## config.mk

```make
export PLATFORM = sky130hd
export DESIGN_NAME = spike_encoder
export DESIGN_NICKNAME = d
export VERILOG_FILES = /design/src/rtl/snn_pkg.sv /design/src/rtl/intensity_to_spike_time.sv /design/src/rtl/spike_encoder.sv
export SDC_FILE = /design/constraint.sdc
export NUM_CORES = 1
export LEC_CHECK = 0
export CAP_MARGIN = 10
export CELL_PAD_IN_SITES_DETAIL_PLACEMENT = 1
export CELL_PAD_IN_SITES_GLOBAL_PLACEMENT = 1
export CORE_UTILIZATION = 41
export CTS_BUF_LIST = sky130_fd_sc_hd__clkbuf_8
export DETAILED_ROUTE_END_ITERATION = 10
export GPL_ROUTABILITY_DRIVEN = 0
export PLACE_DENSITY_LB_ADDON = 0.05
export SYNTH_ARGS = -nofsm -noshare
export SYNTH_HDL_FRONTEND = slang
export SYNTH_HIERARCHICAL = 1
export SYNTH_SLANG_ARGS = --single-unit
```

## constraint.sdc

```tcl
create_clock -name clk -period 1.6 [get_ports clk]
set_input_delay 0.32 -clock clk [delete_from_list [all_inputs] [get_ports clk]]
set_output_delay 0.32 -clock clk [all_outputs]
set_load 0.01 [all_outputs]
```

## src/rtl/snn_pkg.sv

```systemverilog
// Shared spiking-network definitions: default layer geometry, the spike-time word
// format and the encoder state type.
package snn_pkg;

  localparam int DEF_TIME_PERIOD = 8;
  localparam int DEF_NUM_SPIKES  = 16;
  localparam int DEF_PIX_BITS    = 8;
  localparam int DEF_THRESH      = 16;
  localparam int DEF_TW          = $clog2(DEF_TIME_PERIOD);

  // MSB set means "no spike"; the low DEF_TW bits carry the spike time.
  typedef logic [DEF_TW:0] spike_time_t;

  typedef enum logic {
    ENC_IDLE = 1'b0,
    ENC_RUN  = 1'b1
  } enc_state_t;

endpackage

```

## src/rtl/intensity_to_spike_time.sv

```systemverilog
// Combinational time-to-first-spike encoder: brighter pixels spike earlier and
// pixels below threshold never spike.
module intensity_to_spike_time #(
  parameter int TIME_PERIOD = 8,
  parameter int PIX_BITS    = 8,
  parameter int THRESH      = 16,
  localparam int TW         = $clog2(TIME_PERIOD)
) (
  input  logic [PIX_BITS-1:0] pix,
  output logic [TW:0]         spike_time
);

  localparam logic [PIX_BITS:0]   THR    = (PIX_BITS+1)'(THRESH);
  localparam logic [PIX_BITS-1:0] LAST_T = PIX_BITS'(TIME_PERIOD - 1);

  logic [PIX_BITS-1:0] inv;
  logic [PIX_BITS-1:0] scaled;

  always_comb begin
    inv    = ~pix;
    // Keep the top TW bits of the inverted intensity, clamped to the window length.
    scaled = inv >> (PIX_BITS - TW);
    if ({1'b0, pix} < THR) begin
      spike_time = {1'b1, {TW{1'b0}}};
    end else if (scaled > LAST_T) begin
      spike_time = {1'b0, LAST_T[TW-1:0]};
    end else begin
      spike_time = {1'b0, scaled[TW-1:0]};
    end
  end

endmodule

```

## src/rtl/spike_encoder.sv

```systemverilog
// Collects NUM_SPIKES encoded pixels into a shadow buffer and replays them as a
// fixed spike-time frame over a TIME_PERIOD-cycle window, back to back when possible.
module spike_encoder
  import snn_pkg::*;
#(
  parameter int TIME_PERIOD = DEF_TIME_PERIOD,
  parameter int NUM_SPIKES  = DEF_NUM_SPIKES,
  parameter int PIX_BITS    = DEF_PIX_BITS,
  parameter int THRESH      = DEF_THRESH,
  localparam int TW         = $clog2(TIME_PERIOD),
  localparam int ST_W       = TW + 1,
  localparam int CW         = $clog2(NUM_SPIKES + 1)
) (
  input  logic                       clk,
  input  logic                       rst,
  input  logic                       pix_valid,
  output logic                       pix_ready,
  input  logic [PIX_BITS-1:0]        pix_data,
  output logic [NUM_SPIKES*ST_W-1:0] spike_times,
  output logic [TW:0]                time_val,
  output logic                       frame_valid,
  output logic                       frame_start,
  output logic                       frame_done,
  output enc_state_t                 state_dbg
);

  localparam logic [ST_W-1:0] NO_SPIKE = {1'b1, {TW{1'b0}}};
  localparam logic [TW:0]     LAST_T   = (TW+1)'(TIME_PERIOD - 1);
  localparam logic [CW-1:0]   FULL     = CW'(NUM_SPIKES);

  enc_state_t      state;
  logic [CW-1:0]   fill_count;
  logic [ST_W-1:0] shadow [NUM_SPIKES];
  logic [ST_W-1:0] enc;
  logic            full;
  logic            accept;
  logic            last_t;
  logic            swap;

  intensity_to_spike_time #(
    .TIME_PERIOD (TIME_PERIOD),
    .PIX_BITS    (PIX_BITS),
    .THRESH      (THRESH)
  ) u_enc (
    .pix        (pix_data),
    .spike_time (enc)
  );

  // Handshake: a pixel transfers on a rising edge where pix_valid && pix_ready;
  // pix_ready never depends on pix_valid, and the source holds pix_data until accepted.
  assign full      = (fill_count == FULL);
  assign pix_ready = !rst && (fill_count < FULL);
  assign accept    = pix_valid && pix_ready;
  assign last_t    = (time_val == LAST_T);
  assign swap      = full && ((state == ENC_IDLE) || last_t);
  assign state_dbg = state;

  always_ff @(posedge clk) begin
    if (rst) begin
      state       <= ENC_IDLE;
      fill_count  <= '0;
      time_val    <= '0;
      frame_valid <= 1'b0;
      frame_start <= 1'b0;
      frame_done  <= 1'b0;
      for (int i = 0; i < NUM_SPIKES; i++) begin
        spike_times[i*ST_W +: ST_W] <= NO_SPIKE;
        shadow[i]                   <= NO_SPIKE;
      end
    end else begin
      frame_start <= 1'b0;
      frame_done  <= 1'b0;

      // accept and swap are mutually exclusive: a full buffer deasserts pix_ready.
      if (accept) begin
        for (int i = 0; i < NUM_SPIKES; i++) begin
          if (fill_count == CW'(i)) shadow[i] <= enc;
        end
        fill_count <= fill_count + 1'b1;
      end

      if (swap) begin
        state       <= ENC_RUN;
        fill_count  <= '0;
        time_val    <= '0;
        frame_valid <= 1'b1;
        frame_start <= 1'b1;
        for (int i = 0; i < NUM_SPIKES; i++) begin
          spike_times[i*ST_W +: ST_W] <= shadow[i];
        end
      end else if (state == ENC_RUN) begin
        if (last_t) begin
          state       <= ENC_IDLE;
          time_val    <= '0;
          frame_valid <= 1'b0;
          for (int i = 0; i < NUM_SPIKES; i++) begin
            spike_times[i*ST_W +: ST_W] <= NO_SPIKE;
          end
        end else begin
          time_val   <= time_val + 1'b1;
          frame_done <= ((time_val + 1'b1) == LAST_T);
        end
      end
    end
  end

endmodule

```

==> metrics.yaml, run 1 <==
status: "finished, violations left"
violations: "setup timing"
via_count: 5275
hold_viol: 0
ys_warn_count: 6
fin_worst_skew_ns: 0.0148
cp_top_family: "buffers and inverters"
synth.most_common_cell: "nor2b_1"
dp_slack_ns: -0.399
min_path_type: "in -> reg"
fmax_ghz: 0.609
multi_input_comb_area_mm2: 0.00299
syn_to_final_growth_pct: 31.3
cts_tree: "built"
setup_tns_ns: -0.166
seqCellArea_mm2: 0.00348
cts_buffers: 17
synth-async-reset-ratio_pct: 0
core_mm2: 0.0154
worstMarginPinSlew_ns: 0.526
setup_viol: 12
fin_crit_ns: 1.64
crit_arrival_ns: 1.96
synth_top_area_share_pct: 29.2
via_per_inst: 5.48
die_h_um: 129
internal_power_uw: 5260
power_switching_uw: 1840
p_clk_share_pct: 40.4
drt_wl_total_um: 19200
port_buffers: 79
start_util_pct: 42.6
dr.first_iter.drc_count: 261
critPathMaxStageDelay_ns: 0.33
place.detailed.hpwl_um: 12200
required_ns: 1.92
synth-edff-count: 64
synth_cells: 627
fin_util_pct: 56.0
fp-row-count: 45
rsz0062_at_grt: "yes"
ir_worst_vdd_v: 0.000496
critPathBufInv: 3
p_per_area_mw_per_mm2: 821
htree_num_levels: 4
grt_pass1_vias: 5481
leakage_uw: 0.00329
hp-start: "rst"
critical_path.max_fanout: 7
clock-sinks: 141
switching_share_pct: 25.9
cts_buffer_depth: 2
combinationalPowerShare_pct: 4.5
fillCellCount: 1673
die_w_um: 129
synth.cell_area_mm2: 0.00658
syn_avg_cell_area_um2: 10.5
grt_pass1_wl_um: 29800
cts_root_buffer: "clkbuf_8"
synth_top_flop_cell: "dfxtp_1"
synth_commonest_cells: "nor2b_1, dfxtp_1, nand3_1"
drive_above_1_share_pct: 19.8
num_io_pins: 84
crit_path_end_kind: "flip-flop"
synth_seq_area_share_pct: 52.6
period_share_pct: 103
cp_slowest_cell: "dfxtp_2"
critical_path_class: "reg -> reg"
dieArea_mm2: 0.0166
grt_start_max_net_pins: 74
yosysTopAreaCell: "edfxtp_1"
drv_slew: 0
ys_ff_latch: 141
final_nets: 758
wl_per_cell_um: 19.9
syn-num-nets: 646
gr-total-overflow: 0
setup_slack_ns: -0.0428
slew_headroom_pct: 64.9
maxCapViolCount: 0
synth.distinct_cells: 47
grt_usage_pct: 24.1
clk_pin_slew_ns: 0.08
diodes: 0
drcViolationCount: 0
antenna_found_initial: 0
rr_startpoint: "fill_count[0]"
ant_nets: 0
start_kind: "flip-flop"
synth_area_leaders: "edfxtp_1, dfxtp_1, nor2b_1"
cp-startpoint: "fill_count[0]"
clk_latency_ns: 0.45
drt_pass1_iterations: 4
cpMostUsedCell: "buf_12"
postCtsHoldBufs: 0
seq_power_share_pct: 55.1
crit_chain: "inv_2 > ha_4 > and4bb_4 > buf_12 > buf_12 > mux2i_1 > a31oi_1"
## worst min-delay path, stage by stage
cell and delay (ns):
buf_2 0.21, buf_4 0.19, nor3_1 0.05
## final cells by class
| cell class | count | area share, % |
|---|---|---|
| clock buffers | 17 | 2.71 |
| clock inverters | 15 | 1.75 |
| inverters | 7 | 0.304 |
| multi-input cells | 424 | 34.5 |
| repair buffers | 148 | 17.4 |
| well taps | 211 | 3.06 |
| flip-flops and latches | 141 | 40.3 |
## cells in the final DEF (no fill, tap or decap), types with 3 or more instances in the layout
master and count:
buf_6 3, ha_1 5, nor3_1 7, nor2_1 39, nand2_1 7, or2_2 7, clkbuf_8 17, a22oi_1 6
dfxtp_1 69, and3_1 11, clkbuf_16 4, and2_1 31, buf_8 3, inv_8 3, inv_6 5, clkdlybuf4s50_1 5
a21oi_1 4, a31oi_1 28, buf_4 46, nand3_1 55, a32o_1 20, dlygate4sd2_1 73, edfxtp_1 64, inv_1 3
dfxtp_2 6, mux2i_4 3, buf_12 10, nand3_2 9, buf_16 3, a21o_1 3, nand2b_1 10, mux2i_1 35
a31o_1 10, or2_1 4, or3_1 19, nor2b_1 80, clkinvlp_4 4
## cell families after synthesis
| group | synth area share (%) |
|---|---|
| multiplexers | 6.28 |
| flip-flops | 52.6 |
| AND/OR/NAND/NOR | 25.4 |
| buffers and inverters | 4.47 |
| XOR/XNOR | 0.533 |
| adder cells (fa/ha/maj) | 1.52 |
| AO/OA/AOI/OAI | 9.17 |
## stage by stage
step / hold slack [ns] / area (um^2) / power (uW) / cells
2_1_floorplan: 0.462 / 6590 / 4120 / 627
3_3_place_gp: 0.481 / 7870 / 4280 / 915
3_5_place_dp: 0.483 / 7870 / 4290 / 915
4_1_cts: 0.364 / 8360 / 7120 / 955
5_1_grt: 0.380 / 8640 / 7300 / 963
6_report: 0.369 / 8640 / 7100 / 963
## metal layers
metal	track usage, %	up-vias	share of wire [%]
met4	11.1	0	3.7
met1	28.8	2632	42
met5	0	-	0
met3	4.03	45	3.2
li1	-	2472	-
met2	42.2	126	51
## state kept, by name, summed over array words and instances, names as in the netlist
name	flops
frame_valid	1
time_val	4
fill_count	5
frame_done	1
frame_start	1
spike_times	64
shadow	64
state_dbg	1
## power groups by stage
stage	clock network [uW]	registers (uW)	logic (uW)
2_1_floorplan	0	3960	164
3_3_place_gp	0	3990	289
3_5_place_dp	0	3990	300
4_1_cts	2900	3910	309
5_1_grt	3040	3920	347
6_report	2860	3910	321
## timing repair
item,4_1_cts,5_1_grt
gates resized for setup,88,35
endpoints found under the setup margin,109,109
pin swaps,5,32
cloned,4,5
buffers inserted,4,4
## worst paths after layout
kind	slack [ns]	endpoint	depth (start not counted)
setup / recovery	-0.04	spike_times[26]	7
setup reg to reg	-0.04	spike_times[26]	7
hold / removal	0.37	fill_count[2]	3
hold reg to reg	0.50	frame_valid	2
No activity file was read; power rests on OpenSTA's default activity.
==> run 2: changes to the inputs <==
ABC_AREA = 1   (was not set)
CORE_UTILIZATION = 39   (was 41)
==> run 2 against run 1 <==
Against the previous run:
- the flow now finishes without violations
- hold slack improved by 0.086 ns
- largest cell class unchanged
- synthesized area decreased by 16%
- critical path depth increased by 1
- via count decreased by 14%
- critical path type is now in -> reg
- combinational power decreased by 1%
- routed wire length decreased by 17%
- sequential power decreased by 1%
==> metrics.yaml, run 2 <==
dr.first_iter.drc_count: 259
hold_viol: 0
drt_wl_total_um: 15900
die_h_um: 121
grt_pass1_wl_um: 24300
crit_arrival_ns: 1.69
synthMuxAreaShare_pct: 0
final_nets: 719
worstMarginPinSlew_ns: 0.375
synth_seq_area_share_pct: 62.5
drt_pass1_iterations: 4
synth_compound_area_share_pct: 6.05
crit_chain: "clkdlybuf4s50_1 > nor2_2 > buf_4 > nand2_2 > inv_2 > buf_4 > nand3_1 > nand2_1"
fin_crit_ns: 1.55
syn_avg_cell_area_um2: 9.93
biggestRegsByFlops: "shadow: 64 flops, spike_times: 64 flops, fill_count: 5 flops"
critPathBufInv: 4
htree_num_levels: 4
synth.cell_area_mm2: 0.00554
gr-total-overflow: 0
synth.most_common_cell: "nand2_1"
antenna_found_initial: 0
cpMostUsedCell: "buf_4"
wl_per_cell_um: 17.8
hp-start: "spike_times[5]"
crit_path_end_kind: "flip-flop"
final_cells: 893
synth-async-reset-ratio_pct: 0
reg2reg_slack_ns: 0.06
final_common_cell: "nand2_1"
period_share_pct: 96.7
leakage_uw: 0.00310
yosys.area_share.adder_pct: 1.81
syn_to_final_growth_pct: 36.9
final_cell_mix: "nand2_1, nor2_1, dlygate4sd2_1, dfxtp_1, buf_4"
fmax_ghz: 0.646
postCtsHoldBufs: 0
drv_slew: 0
critPathMaxStageDelay_ns: 0.45
synth_top_area_share_pct: 34.7
synth_top_family_by_area: "simple AND/OR/NAND/NOR gates"
fin_worst_skew_ns: 0.0132
start_kind: "input port"
cts_root_buffer: "clkbuf_8"
drcViolationCount: 0
setup_viol: 0
core_mm2: 0.0139
finish.instance_area_mm2: 0.00759
drive_above_1_share_pct: 23.3
synth_cells: 558
grt_usage_pct: 22.2
ff2ff_path_depth: 9
ys_ff_latch: 141
clock-sinks: 141
synth-edff-count: 64
placed_cell_area_mm2: 0.00694
synth_area_leaders: "edfxtp_1, dfxtp_1, nand2_1"
power_uw: 7290
synth-simple-area-share_pct: 24.4
cts_tree: "built"
synth_commonest_cells: "nand2_1, nor2_1, dfxtp_1"
maxCapViolCount: 0
ys_warn_count: 6
critical_path_class: "in -> reg"
clk_pin_slew_ns: 0.08
r2r-end: "spike_times[23]"
cp_slowest_cell: "clkdlybuf4s50_1"
die_w_um: 121
hold_depth: 2
port_buffers: 79
ant_nets: 0
synth_top_flop_cell: "dfxtp_1"
grt_start_max_net_pins: 26
cp_top_family: "buffers and inverters"
diodes: 0
synth_xor_area_share_pct: 0
syn-num-nets: 577
fp-row-count: 43
via_per_inst: 5.11
dieArea_mm2: 0.0147
rr_startpoint: "fill_count[1]"
holdWs_ns: 0.456
min_to: "spike_times[5]"
place_inst: 846
status: "finished, final reports clean"
slew_headroom_pct: 74.8
yosysTopAreaCell: "edfxtp_1"
min_path_type: "reg -> reg"
grt_pass1_vias: 4722
synth.distinct_cells: 30
cts_buffer_depth: 2
required_ns: 1.74
critical_path.max_fanout: 10
place.detailed.hpwl_um: 10200
ir_worst_vdd_v: 0.000480
via_count: 4560
num_io_pins: 84
start_util_pct: 39.9
cts_buffers: 17
p_per_area_mw_per_mm2: 960
clk_latency_ns: 0.44
-- run 2: cell count changes after synthesis, sizes merged, moves of 28 or more --
cell,change
nand3,-46
nand4,+52
nand2,+95
nor2,+45
a31oi,-28
o21ai,+52
nor2b,-81
mux2i,-40
and2,-30
-- run 2: where the power goes --
group          internal, uW  leakage (uW)  switching [uW]  total [uW]
clock network          1690      0.000212            1410        3100
registers              3840       0.00124            30.8        3870
logic                   121       0.00165             196         317
-- run 2: metrics by stage --
step           util (%)  setup TNS [ns]  setup WS, ns
3_3_place_gp       50.0          -31.00        -0.317
5_1_grt            54.7         -0.0227       -0.0132
6_report           54.7               0        0.0528
3_5_place_dp       50.0          -43.30        -0.440
4_1_cts            53.1               0      0.000448
2_1_floorplan         -               0        0.0894
-- run 2: worst max path at each step --
stage                  start              end  cells after the start
2_1_floorplan  fill_count[3]    shadow[1][10]                      4
3_3_place_gp             rst    shadow[0][16]                      8
3_5_place_dp             rst    shadow[1][11]                      6
4_1_cts                  rst     shadow[1][3]                      9
5_1_grt        fill_count[1]  spike_times[11]                      9
6_report                 rst    shadow[0][12]                      8
-- run 2: layer usage --
metal  track usage (%)  up-vias  part of all wire, %
met5                 0        -                    0
met4              7.79        0                  1.4
met3              4.79       16                  5.2
met2              36.6      114                   49
met1              28.5     2240                   44
li1                  -     2190                    -
-- run 2: cell families after synthesis --
group,count (synthesis)
flip-flops,141
AO/OA/AOI/OAI,66
adder cells (fa/ha/maj),8
AND/OR/NAND/NOR,282
buffers and inverters,61
-- run 2: cell type report --
cell class | count | area [um^2]
clock buffer | 17 | 234
multi-input combinational | 358 | 1870
clock inverter | 15 | 194
inverter | 25 | 97.6
fill | 1532 | 6290
tap | 180 | 225
timing repair buffer | 157 | 1490
sequential | 141 | 3480
-- run 2: what timing repair did --
action / CTS / global route
endpoints found under the setup margin: 136 / 114
cloned: 2 / 6
pin swaps: 3 / 3
buffers inserted: 4 / 3
gates resized for setup: 87 / 21
-- run 2: tightest hold or removal path: cells and delay by family, from the launching register on --
family	cells	cell delay (ns)
AOI/OAI and AO/OA	1	0.05
DFF	1	0.31
and+or+nand+nor	1	0.06
